### src/rtl/serial_sub_pkg.sv
// serial_sub_pkg: types and constants shared by the bit-serial subtractor.
//   state_t    - FSM state encoding (IDLE/RUN/DONE, 2 bits)
//   WIDTH_DEF  - default operand/result width
//   cnt_width  - bit-counter width for a given operand width
//   SAT_POS/SAT_NEG - saturation patterns, left-justified in 64 bits; the user
//                     shifts them down to its own width (WIDTH <= 64).
package serial_sub_pkg;

   typedef enum logic [1:0] {
      IDLE = 2'd0,
      RUN  = 2'd1,
      DONE = 2'd2
   } state_t;

   localparam int WIDTH_DEF = 16;

   function automatic int cnt_width(input int w);
      return (w > 1) ? $clog2(w) : 1;
   endfunction

   localparam int CNT_W_DEF = cnt_width(WIDTH_DEF);

   localparam logic [63:0] SAT_POS = 64'h7FFF_FFFF_FFFF_FFFF;
   localparam logic [63:0] SAT_NEG = 64'h8000_0000_0000_0000;

endpackage

### src/rtl/serial_subtractor_full_subtractor.sv
// full_subtractor: one-bit full subtractor cell, d = a - b - bin.
//   a, b  - operand bits
//   bin   - borrow in
//   d     - difference bit
//   bout  - borrow out
module full_subtractor (
   input  logic a,
   input  logic b,
   input  logic bin,
   output logic d,
   output logic bout
);

   assign d    = a ^ b ^ bin;
   assign bout = (~a & b) | (~(a ^ b) & bin);

endmodule

### src/rtl/serial_subtractor.sv
// serial_subtractor: bit-serial WIDTH-bit subtractor, diff = a - b - bin,
// one bit per clock, LSB first, through a single full_subtractor cell.
// Optional saturation on signed overflow: macro SERIAL_SUB_SAT_EN.
//   clk, rst_n           - clock, async active-low reset
//   in_valid/in_ready    - operand handshake (a, b, bin)
//   out_valid/out_ready  - result handshake (diff, bout, ovf)
//   diff                 - a - b - bin modulo 2^WIDTH (or saturated)
//   bout                 - 1 iff unsigned a < b + bin
//   ovf                  - signed two's-complement overflow
//
// state | meaning
// IDLE  | waiting for operands, in_ready=1
// RUN   | processing bit cnt each clock
// DONE  | result presented, waiting for out_ready
module serial_subtractor
   import serial_sub_pkg::*;
#(
   parameter int WIDTH = WIDTH_DEF
) (
   input  logic             clk,
   input  logic             rst_n,
   input  logic             in_valid,
   output logic             in_ready,
   input  logic [WIDTH-1:0] a,
   input  logic [WIDTH-1:0] b,
   input  logic             bin,
   output logic             out_valid,
   input  logic             out_ready,
   output logic [WIDTH-1:0] diff,
   output logic             bout,
   output logic             ovf
);

   localparam int CW = cnt_width(WIDTH);
   localparam int MSB = WIDTH - 1;
   localparam logic [CW-1:0] LAST = CW'(WIDTH - 1);

   state_t           state;
   logic [WIDTH-1:0] a_reg;
   logic [WIDTH-1:0] b_reg;
   logic [WIDTH-2:0] sh;
   logic [CW-1:0]    cnt;
   logic             br;

   logic             d_bit;
   logic             br_next;
   logic [WIDTH-1:0] raw_diff;
   logic             ovf_next;
   logic [WIDTH-1:0] diff_next;

   full_subtractor u_fs (
      .a    (a_reg[cnt]),
      .b    (b_reg[cnt]),
      .bin  (br),
      .d    (d_bit),
      .bout (br_next)
   );

   // New bit enters at the MSB; after the last bit this is the full result.
   assign raw_diff = {d_bit, sh};
   assign ovf_next = (a_reg[MSB] != b_reg[MSB]) & (raw_diff[MSB] != a_reg[MSB]);

`ifdef SERIAL_SUB_SAT_EN
   localparam logic [WIDTH-1:0] SAT_POS_W = WIDTH'(SAT_POS >> (64 - WIDTH));
   localparam logic [WIDTH-1:0] SAT_NEG_W = WIDTH'(SAT_NEG >> (64 - WIDTH));

   // Overflow direction follows the minuend sign.
   assign diff_next = ovf_next ? (a_reg[MSB] ? SAT_NEG_W : SAT_POS_W) : raw_diff;
`else
   assign diff_next = raw_diff;
`endif

   assign in_ready = (state == IDLE);

   always_ff @(posedge clk or negedge rst_n) begin
      if (!rst_n) begin
         state     <= IDLE;
         a_reg     <= '0;
         b_reg     <= '0;
         sh        <= '0;
         cnt       <= '0;
         br        <= 1'b0;
         out_valid <= 1'b0;
         diff      <= '0;
         bout      <= 1'b0;
         ovf       <= 1'b0;
      end else begin
         case (state)
            IDLE: begin
               if (in_valid) begin
                  a_reg <= a;
                  b_reg <= b;
                  br    <= bin;
                  cnt   <= '0;
                  state <= RUN;
               end
            end
            RUN: begin
               sh <= raw_diff[WIDTH-1:1];
               br <= br_next;
               if (cnt == LAST) begin
                  cnt       <= '0;
                  diff      <= diff_next;
                  bout      <= br_next;
                  ovf       <= ovf_next;
                  out_valid <= 1'b1;
                  state     <= DONE;
               end else begin
                  cnt <= cnt + CW'(1);
               end
            end
            DONE: begin
               if (out_ready) begin
                  out_valid <= 1'b0;
                  state     <= IDLE;
               end
            end
            default: state <= IDLE;
         endcase
      end
   end

endmodule

### config.mk
export PLATFORM = sky130hd
export DESIGN_NAME = serial_subtractor
export DESIGN_NICKNAME = d
export VERILOG_FILES = /design/src/rtl/serial_sub_pkg.sv /design/src/rtl/serial_subtractor_full_subtractor.sv /design/src/rtl/serial_subtractor.sv
export SDC_FILE = /design/constraint.sdc
export NUM_CORES = 1
export LEC_CHECK = 0
export BUFFER_PORTS_ARGS = -buffer_cell sky130_fd_sc_hd__buf_2
export CAP_MARGIN = 5
export CELL_PAD_IN_SITES_DETAIL_PLACEMENT = 0
export CELL_PAD_IN_SITES_GLOBAL_PLACEMENT = 1
export CORE_MARGIN = 2
export CORE_UTILIZATION = 40
export DETAILED_ROUTE_END_ITERATION = 6
export PLACE_DENSITY_LB_ADDON = 0.1
export REMOVE_ABC_BUFFERS = 1
export SLEW_MARGIN = 20
export SYNTH_ARGS = -nofsm -noshare
export SYNTH_HDL_FRONTEND = slang
export SYNTH_SLANG_ARGS = --single-unit
### constraint.sdc
create_clock -name clk -period 2.52 [get_ports clk]
set_input_delay 0.252 -clock clk [delete_from_list [all_inputs] [get_ports clk]]
set_output_delay 0.252 -clock clk [all_outputs]
set_load 0.1 [all_outputs]
==> results.toml, run 1 <==
[drt]
wl_per_cell_um = 14.3
vias_per_cell = 4.80
ant_nets = 0
drc = 0
drtIter0Drc = 76
vias = 1954
totalWireLength_um = 5840
first_pass_iters = 4

[yosys]
synth_edf_count = 0
synth_async_sr_flop_share = 1.00
synthCells = 236
yosysUniqueCellTypes = 30
yosysSeqAreaShare = 0.585
yosysTopAreaCellShare = 0.585
yosysWarningCount = 0
avgSynthCellArea_um2 = 13.2
ys_dominant_reg_cell = "dfrtp_1"
syn_area_um2 = 3120
synth_area_leaders = "dfrtp_1 (59%), mux2_2 (18%), nand2_1 (6.3%), mux4_2 (5.8%), o21ai_0 (1.6%)"
yosysTopAreaCell = "dfrtp_1"
synth_seq_cells = 73

[cells_and_area]
drive_gt1_frac = 0.459
post-route-util = 0.484
final_common_cell = "dfrtp_1"
design_area_um2 = 3700
seq_area_um2 = 1830
diodes = 0
area_delta_synth_final_pct = 18.7
mostFrequentLayoutCells = "dfrtp_1 (72), buf_2 (55), nand2_1 (52), mux2_2 (49)"
n_fill_cell = 729
multi_input_area_um2 = 1190
final_nets = 339

[floorplanning]
rows = 32
initial_core_util = 0.408
io_pins = 57
die_h_um = 92.3
dieArea_um2 = 8520
coreArea_um2 = 7650
die_w_um = 92.3

[worst_setup_path]
endpoint_kind = "flop"
critical_path_class = "flop to flop"
r2r-end = "ovf$_DFFE_PN0P_"
slowest_stage = "fa_1"
r2r_setup_slack_ps = 160
cp_max_fo = 5
arrival_ps = 2580
reg2regPathDepth = 7
critical_path_required_ps = 2740
startpoint_type = "flop"
r2r-start = "cnt[0]$_DFFE_PN0P_"
cp_cell_sequence = "mux4_2 -> a22oi_1 -> o21ai_0 -> fa_1 -> nand2_1 -> o22ai_1 -> mux2_2"
worst_path_largest_cell_delay_ps = 540

[sta]
finalHoldViolCount = 0
rsz0062_at_grt = "false"
fin_tns_setup_ps = 0
slew_violations = 0
period_needed_ps = 2360
finClkSkew_ps = 6.08
fin_crit_sh = 0.935
worstMarginPinSlew_ps = 911
slew_headroom = 0.393
setup_viol = 0
fmax_mhz = 424

[outcome]
status = "finished clean"

[grt]
grt_pass1_wl_um = 10200
groute.usage.overall = 0.155
first_global_vias = 2034
antenna_found_initial = 0
overflow = 0
grt_max_degree = 74

[cts]
clk_path_buf_depth = 2
cts_setup_buffers = 0
ctsResizeCount = 0
insertion_delay_ps = 330
path_clk_slew_ps = 80
ctsHoldBuffers = 0
clkSinkCount = 73
h-tree-depth = 3
cts_root_buf = "clkbuf_8"
cts_tree = "done"
cts_buffers = 9

[placement]
numPortBuffers = 56
dpl.hpwl_um = 4000
gp_congestion = 0.714
placed_cell_area_um2 = 3510

[power]
clkPwrFrac = 0.166
power.density_nw_per_um2 = 1470
power_mw = 5.44
seqPwrFrac = 0.375
power.switching_mw = 2.30
vdd_drop_max_mv = 0.597
power_frac_comb = 0.459
intPower_mw = 3.14
sw_frac_of_total = 0.423
leakage_nw = 1.81

[hold_path]
hp-class = "input pin to async pin"

[job]
cap_violations = 0
critical path: cells and delay by family, from the launching register on:
kind | cells | cell delay [ps]
flops | 1 | 440
mux | 2 | 770
fa+ha+maj | 1 | 540
compound gates | 3 | 410
simple gates | 1 | 100
cells in the mapped netlist (2+ instances only):
cell type  count
nor2_1         3
mux4_2         8
nor2b_1        3
buf_2          6
inv_1          3
buf_6          4
mux2_2        49
a22oi_1        2
nand2_1       52
o21ai_0       10
nand3_1        2
nand2b_1       3
o22ai_1        2
dfrtp_1       73
kinds of logic (layout without fill, tap and decap cells):
family	Yosys count	count (layout)	share of synthesized area
adder cells (fa/ha/maj)	2	2	0.0104
AO/OA/AOI/OAI	21	21	0.0425
AND/OR/NAND/NOR	68	68	0.0938
flip-flops	73	73	0.585
multiplexers	57	57	0.235
buffers and inverters	15	84	0.0333
stage by stage:
| step | hold slack, ps | instances | setup slack [ps] |
|---|---|---|---|
| after floorplan | -43.6 | 224 | -222 |
| after global placement | 457 | 391 | 83.4 |
| after detailed placement | 451 | 391 | 63.4 |
| after CTS | 80.8 | 407 | 56.4 |
| after global routing | 93.4 | 407 | 36.6 |
| final | 52.6 | 407 | 163 |
worst max-delay path by stage:
stage                         startpoint                   end  slack (ps)  cells past startpoint
floorplan           state[1]$_DFFE_PN0P_  a_reg[0]$_DFFE_PN0P_        -220                      3
global placement      cnt[0]$_DFFE_PN0P_       ovf$_DFFE_PN0P_          80                      7
detailed placement    cnt[0]$_DFFE_PN0P_       ovf$_DFFE_PN0P_          60                      7
CTS                   cnt[0]$_DFFE_PN0P_       ovf$_DFFE_PN0P_          60                      7
global route          cnt[0]$_DFFE_PN0P_       ovf$_DFFE_PN0P_          40                      7
finish                cnt[0]$_DFFE_PN0P_       ovf$_DFFE_PN0P_         160                      7
cell type report:
class | count | share of cell area
Clock inverter | 5 | 0.0149
Sequential cell | 73 | 0.494
Inverter | 3 | 0.00304
Timing Repair Buffer | 65 | 0.0946
Multi-Input combinational cell | 148 | 0.321
Clock buffer | 11 | 0.0382
Tap cell | 102 | 0.0345
per-layer routing:
layer	vias to the layer above	part of all wire	global-route usage
met5	-	0	0
met4	0	0.0075	0.0522
met3	4	0.043	0.0537
met2	40	0.46	0.223
met1	961	0.49	0.221
li1	949	-	-
power groups by stage:
stage / logic (mW) / clock network (mW) / registers (mW)
global placement: 2.49 / 0 / 2.08
CTS: 2.54 / 0.938 / 2.05
floorplan: 1.26 / 0 / 2.71
finish: 2.50 / 0.903 / 2.04
detailed placement: 2.53 / 0 / 2.07
global route: 2.72 / 0.995 / 2.12
Note: power is estimated with default switching activity, not from simulation.
==> inputs of run 2 (changes only) <==
--- a/config.mk
+++ b/config.mk
@@ -5,12 +5,13 @@
 export SDC_FILE = /design/constraint.sdc
 export NUM_CORES = 1
 export LEC_CHECK = 0
+export ABC_AREA = 1
 export BUFFER_PORTS_ARGS = -buffer_cell sky130_fd_sc_hd__buf_2
 export CAP_MARGIN = 5
 export CELL_PAD_IN_SITES_DETAIL_PLACEMENT = 0
 export CELL_PAD_IN_SITES_GLOBAL_PLACEMENT = 1
 export CORE_MARGIN = 2
-export CORE_UTILIZATION = 40
+export CORE_UTILIZATION = 38
 export DETAILED_ROUTE_END_ITERATION = 6
 export PLACE_DENSITY_LB_ADDON = 0.1
 export REMOVE_ABC_BUFFERS = 1
==> run 2 against run 1 <==
  * Total power shrank 0.99%
  * Clock-buffer cell count shrank 1
  * Fmax rose by 11%
  * Critical path type unchanged
  * First-iteration DRC count shrank 7.9%
==> results.toml, run 2 <==
[sta]
finClkSkew_ps = 7.11
slew_violations = 0
fmax_mhz = 471
worstMarginPinSlew_ps = 700
whs_ps = 83.3
fin_crit_sh = 0.842
period_needed_ps = 2120
rsz0062_at_grt = "false"
slew_headroom = 0.533
finalHoldViolCount = 0
setup_viol = 0
fin_tns_setup_ps = 0

[power]
power.switching_mw = 2.67
clkPwrFrac = 0.146
intPower_mw = 2.72
power_frac_comb = 0.492
sw_frac_of_total = 0.495
seqPwrFrac = 0.362
power.density_nw_per_um2 = 1440
vdd_drop_max_mv = 0.328
leakage_nw = 1.96

[drt]
wl_per_cell_um = 12.0
vias = 2467
totalWireLength_um = 6420
drc = 0
vias_per_cell = 4.63
ant_nets = 0
first_pass_iters = 4
drtIter0Drc = 70

[floorplanning]
die_h_um = 96.6
coreArea_um2 = 8260
io_pins = 57
initial_core_util = 0.395
rows = 33
dieArea_um2 = 9330
die_w_um = 96.6

[worst_setup_path]
critical_path_class = "flop to flop"
critical_path_required_ps = 2790
endpoint_kind = "flop"
startpoint_type = "flop"
arrival_ps = 2390
cp_max_fo = 11

[cts]
cts_root_buf = "clkbuf_8"
cts_buffers = 9
clkSinkCount = 73
clk_path_buf_depth = 2
h-tree-depth = 3
insertion_delay_ps = 340
cts_tree = "done"
path_clk_slew_ps = 80
cts_setup_buffers = 0

[grt]
grt_pass1_wl_um = 10800
groute.usage.overall = 0.153
first_global_vias = 2343
overflow = 0
antenna_found_initial = 0
grt_max_degree = 32

[cells_and_area]
final_common_cell = "nand2_1"
mostFrequentLayoutCells = "nand2_1 (137), dfrtp_1 (73), buf_2 (56), inv_1 (34), o21ai_1 (23)"
final_nets = 462
drive_gt1_frac = 0.227
seq_area_um2 = 1830
diodes = 0
n_fill_cell = 881
area_delta_synth_final_pct = 14.8
multi_input_area_um2 = 1130

[placement]
numPortBuffers = 56
gp_congestion = 0.806
dpl.hpwl_um = 4450

[yosys]
yosysTopAreaCellShare = 0.561
yosysUniqueCellTypes = 26
avgSynthCellArea_um2 = 8.83
synth-simple-area-share = 0.222
syn_area_um2 = 3260
synthMuxAreaShare = 0
yosysSeqAreaShare = 0.561
yosysWarningCount = 0
synth_compound_area_frac = 0.112
yosysTopAreaCell = "dfrtp_1"
synth_edf_count = 0
ys_dominant_reg_cell = "dfrtp_1"
synth_async_sr_flop_share = 1.00
synth_fa_ha_area_frac = 0.00998
synth_top_family_by_area = "simple AND/OR/NAND/NOR gates"
yosysMostFrequentCell = "nand2_1"
synth_area_leaders = "dfrtp_1 (56%), nand2_1 (16%), inv_1 (3.9%), o21ai_1 (3.5%), nand3_1 (3.4%)"
synthCells = 369
synth_seq_cells = 73
synthTopCellsByCount = "nand2_1 (137), dfrtp_1 (73), inv_1 (34), o21ai_1 (23)"
synthXorXnorAreaFrac = 0.00269

[job]
cap_violations = 0

[hold_path]
hp-class = "input pin to flop"

[outcome]
status = "finished clean"
run 2: cell count changes in the layout (fill, tap and decap cells not counted), moves of 5 or more:
cell,previous run,this run
o21ai_1,0,23
nand3_1,2,22
o21ai_0,10,22
mux2_2,49,0
mux4_2,8,0
buf_4,10,4
nand2_1,52,137
o21ai_2,0,9
inv_1,3,34
nor2_1,3,8
run 2: what timing repair did:
action	4_1_cts	5_1_grt
setup endpoints to repair	0	0
resized for setup	0	0
hold endpoints to repair	29	0
hold buffers	1	0
run 2: per-stage QoR:
| stage | cells | cell area (µm²) | total power [mW] | setup slack (ps) | util |
|---|---|---|---|---|---|
| 2_1_floorplan | 350 | 3110 | 4.06 | 143 | - |
| 3_3_place_gp | 516 | 3570 | 4.64 | 449 | 0.432 |
| 3_5_place_dp | 516 | 3570 | 4.67 | 383 | 0.432 |
| 4_1_cts | 533 | 3740 | 5.48 | 367 | 0.453 |
| 5_1_grt | 533 | 3740 | 5.86 | 124 | 0.453 |
| 6_report | 533 | 3740 | 5.39 | 398 | 0.453 |
run 2: layout make-up:
cell class                      count  share of cell area
Clock buffer                       10              0.0341
Inverter                           38              0.0401
Timing Repair Buffer               62              0.0910
Multi-Input combinational cell    239               0.302
Tap cell                          105              0.0351
Sequential cell                    73               0.488
Clock inverter                      6             0.00937
run 2: layer usage:
metal	part of all wire	vias to the layer above	routed length, µm	GRT usage
met4	0.022	0	138	0.0739
met2	0.46	48	2960	0.251
met5	0	-	0	0
met3	0.038	13	246	0.0326
met1	0.48	1135	3070	0.193
li1	-	1271	-	-
run 2: kinds of logic (layout without fill, tap and decap cells):
kind of cell | after synthesis | after routing
xor gates and xnor gates | 1 | 1
buffers and inverters | 57 | 116
adders and majority gates | 2 | 2
AOI/OAI and AO/OA | 62 | 62
DFF | 73 | 73
and+or+nand+nor | 174 | 174
run 2: final timing paths:
check / startpoint / to / slack, ps / cells after the start
min in group asynchronous: rst_n / diff[6]$_DFFE_PN0P_ / 490 / 2
worst max-delay path: cnt[1]$_DFFE_PN0P_ / ovf$_DFFE_PN0P_ / 400 / 10
worst min register to register: diff[4]$_DFFE_PN0P_ / diff[4]$_DFFE_PN0P_ / 470 / 2
worst min-delay path: out_ready / state[1]$_DFFE_PN0P_ / 80 / 2
max in group asynchronous: rst_n / a_reg[3]$_DFFE_PN0P_ / 1360 / 3
worst max register to register: cnt[1]$_DFFE_PN0P_ / ovf$_DFFE_PN0P_ / 400 / 10
run 2: power groups by stage:
stage	registers (mW)	logic [mW]	clock network, mW
2_1_floorplan	2.71	1.35	0
3_3_place_gp	1.97	2.66	0
3_5_place_dp	1.98	2.69	0
4_1_cts	1.96	2.70	0.818
5_1_grt	2.02	2.97	0.867
6_report	1.95	2.65	0.785
run 2: worst max-delay path: stages (launching register included):
cell and delay, ps:
dfrtp_1 470, inv_1 280, nor2_1 80, o21ai_0 90
nand3_1 90, nand3_1 90, nand2_1 90, fa_1 480
inv_1 120, nand3_1 100, a31oi_2 170
==> inputs of run 3 (changes only) <==
--- a/config.mk
+++ b/config.mk
@@ -11,7 +11,7 @@
 export CELL_PAD_IN_SITES_DETAIL_PLACEMENT = 0
 export CELL_PAD_IN_SITES_GLOBAL_PLACEMENT = 1
 export CORE_MARGIN = 2
-export CORE_UTILIZATION = 38
+export CORE_UTILIZATION = 42
 export DETAILED_ROUTE_END_ITERATION = 6
 export PLACE_DENSITY_LB_ADDON = 0.1
 export REMOVE_ABC_BUFFERS = 1
==> constraint.sdc (replaced) <==
create_clock -name clk -period 2 [get_ports clk]
set_input_delay 0.2 -clock clk [delete_from_list [all_inputs] [get_ports clk]]
set_output_delay 0.2 -clock clk [all_outputs]
set_load 0.1 [all_outputs]
==> run 3 against run 2 <==
  * The run now ends with negative setup slack left
  * Combinational power is 43% higher
  * Utilization up 7.1 points
  * Non-clock buffer count grew 6
  * Final cell count up 0.56%
  * Total power is 41% higher
  * Clock skew up 2.7 ps
  * First-iteration DRC count is 64% higher
  * Worst setup slack got worse by 420 ps
  * Clock-buffer cell count unchanged
  * Sequential power grew 27%
  * Die area shrank 9.1%
  * Worst hold slack got worse by 65 ps
==> results.toml, run 3 (synthesized netlist as in run 2, its figures left out) <==
[outcome]
status = "finished with violations"
violations = "negative setup slack"

[worst_setup_path]
startpoint = "cnt[0]$_DFFE_PN0P_"
critical_path_class = "flop to flop"
critical_path_required_ps = 2270
arrival_ps = 2290
endpoint_kind = "flop"
r2r-start = "cnt[0]$_DFFE_PN0P_"
startpoint_type = "flop"
cp_max_fo = 6

[drt]
totalWireLength_um = 6570
drc = 0
drtIter0Drc = 115
vias = 2507
ant_nets = 0
wl_per_cell_um = 12.3
vias_per_cell = 4.68
first_pass_iters = 4

[cells_and_area]
diodes = 0
area_delta_synth_final_pct = 22.2
mostFrequentLayoutCells = "nand2_1 (135), dfrtp_1 (72), buf_2 (56), inv_1 (30), o21ai_1 (26)"
drive_gt1_frac = 0.283
n_fill_cell = 772
final_nets = 468
final_common_cell = "nand2_1"

[floorplanning]
die_h_um = 92.1
coreArea_um2 = 7610
io_pins = 57
initial_core_util = 0.428
die_w_um = 92.1
rows = 32
dieArea_um2 = 8480

[cts]
cts_tree = "done"
clk_path_buf_depth = 2
path_clk_slew_ps = 80
cts_setup_buffers = 0
h-tree-depth = 3
insertion_delay_ps = 350
cts_root_buf = "clkbuf_8"
clkSinkCount = 73
cts_buffers = 9

[sta]
slew_violations = 0
fin_crit_sh = 1.01
slew_headroom = 0.682
finalHoldViolCount = 0
finClkSkew_ps = 9.82
fmax_mhz = 495
setup_viol = 1
whs_ps = 18.4
period_needed_ps = 2020
finalWorstSetupSlack_ps = -18.2
rsz0062_at_grt = "true"
fin_tns_setup_ps = -18.2
worstMarginPinSlew_ps = 475

[placement]
pre_cts_slack_ps = -30.9
gp_congestion = 0.742
dpl.hpwl_um = 4220
numPortBuffers = 56

[power]
vdd_drop_max_mv = 0.607
power.switching_mw = 3.58
power_frac_comb = 0.501
clkPwrFrac = 0.173
leakage_nw = 2.06
sw_frac_of_total = 0.473
seqPwrFrac = 0.326
intPower_mw = 4.00
power.density_nw_per_um2 = 1900

[grt]
first_global_vias = 2463
grt_pass1_wl_um = 11200
groute.usage.overall = 0.168
grt_max_degree = 74
overflow = 0
antenna_found_initial = 0

[job]
cap_violations = 0

[hold_path]
min_from = "out_ready"
hp-class = "input pin to flop"
==> run 3: cell count changes in the layout (fill, tap and decap cells not counted), sizes merged <==
cell / change
clkinvlp: -2
bufinv: +2
buf: +4
clkbuf: +2
==> run 3: path summary, 6_finish.rpt <==
check / slack [ps] / end / cells after the start
worst max-delay path: -20 / ovf$_DFFE_PN0P_ / 11
worst min-delay path: 20 / state[1]$_DFFE_PN0P_ / 2
worst max register to register: -20 / ovf$_DFFE_PN0P_ / 11
worst min register to register: 470 / diff[10]$_DFFE_PN0P_ / 2
max in group asynchronous: 1270 / cnt[0]$_DFFE_PN0P_ / 3
min in group asynchronous: 390 / diff[4]$_DFFE_PN0P_ / 3
==> run 3: through the flow <==
| stage | total power [mW] | util | instance area, µm² | std cells |
|---|---|---|---|---|
| after floorplan | 5.12 | - | 3110 | 350 |
| after global placement | 5.92 | 0.475 | 3610 | 516 |
| after detailed placement | 5.97 | 0.475 | 3610 | 516 |
| after CTS | 7.35 | 0.507 | 3860 | 533 |
| after global routing | 8.16 | 0.524 | 3980 | 536 |
| final | 7.58 | 0.524 | 3980 | 536 |
==> run 3: final cells by class <==
cell class,count,area (µm²),area share
Clock inverter,6,91.3,0.0229
Tap cell,102,128,0.0320
Timing Repair Buffer,68,449,0.113
Sequential cell,73,1830,0.459
Inverter,38,150,0.0377
Multi-Input combinational cell,239,1200,0.301
Clock buffer,10,138,0.0346
==> run 3: critical path, cell delays in order, from the launching register on <==
cell	delay, ps
dfrtp_2	490
clkbuf_16	190
o21ai_1	130
nand2_1	70
nand3_2	70
nand3_2	80
nand2_2	60
inv_2	40
fa_1	480
inv_2	100
nand3_2	80
a31oi_2	150
==> run 3: power by group through the flow <==
stage	combinational, mW	clock [mW]	sequential, mW
after global placement	3.48	0	2.44
after global routing	4.21	1.40	2.55
after detailed placement	3.52	0	2.45
after floorplan	1.70	0	3.42
final	3.80	1.31	2.47
after CTS	3.59	1.33	2.43
==> run 3: repair_timing <==
action                     in CTS  in global routing
gates cloned                    0                  3
pin swaps                       1                 13
setup endpoints to repair       1                  4
hold endpoints to repair       73                  0
gates resized for setup         7                 20
hold buffers                    1                  0
==> run 3: layer usage <==
metal	vias to the layer above	GRT usage	wire length [µm]
met5	-	0	0
met4	0	0.0784	116
met3	11	0.0353	252
met2	51	0.275	3160
met1	1168	0.212	3040
li1	1277	-	-
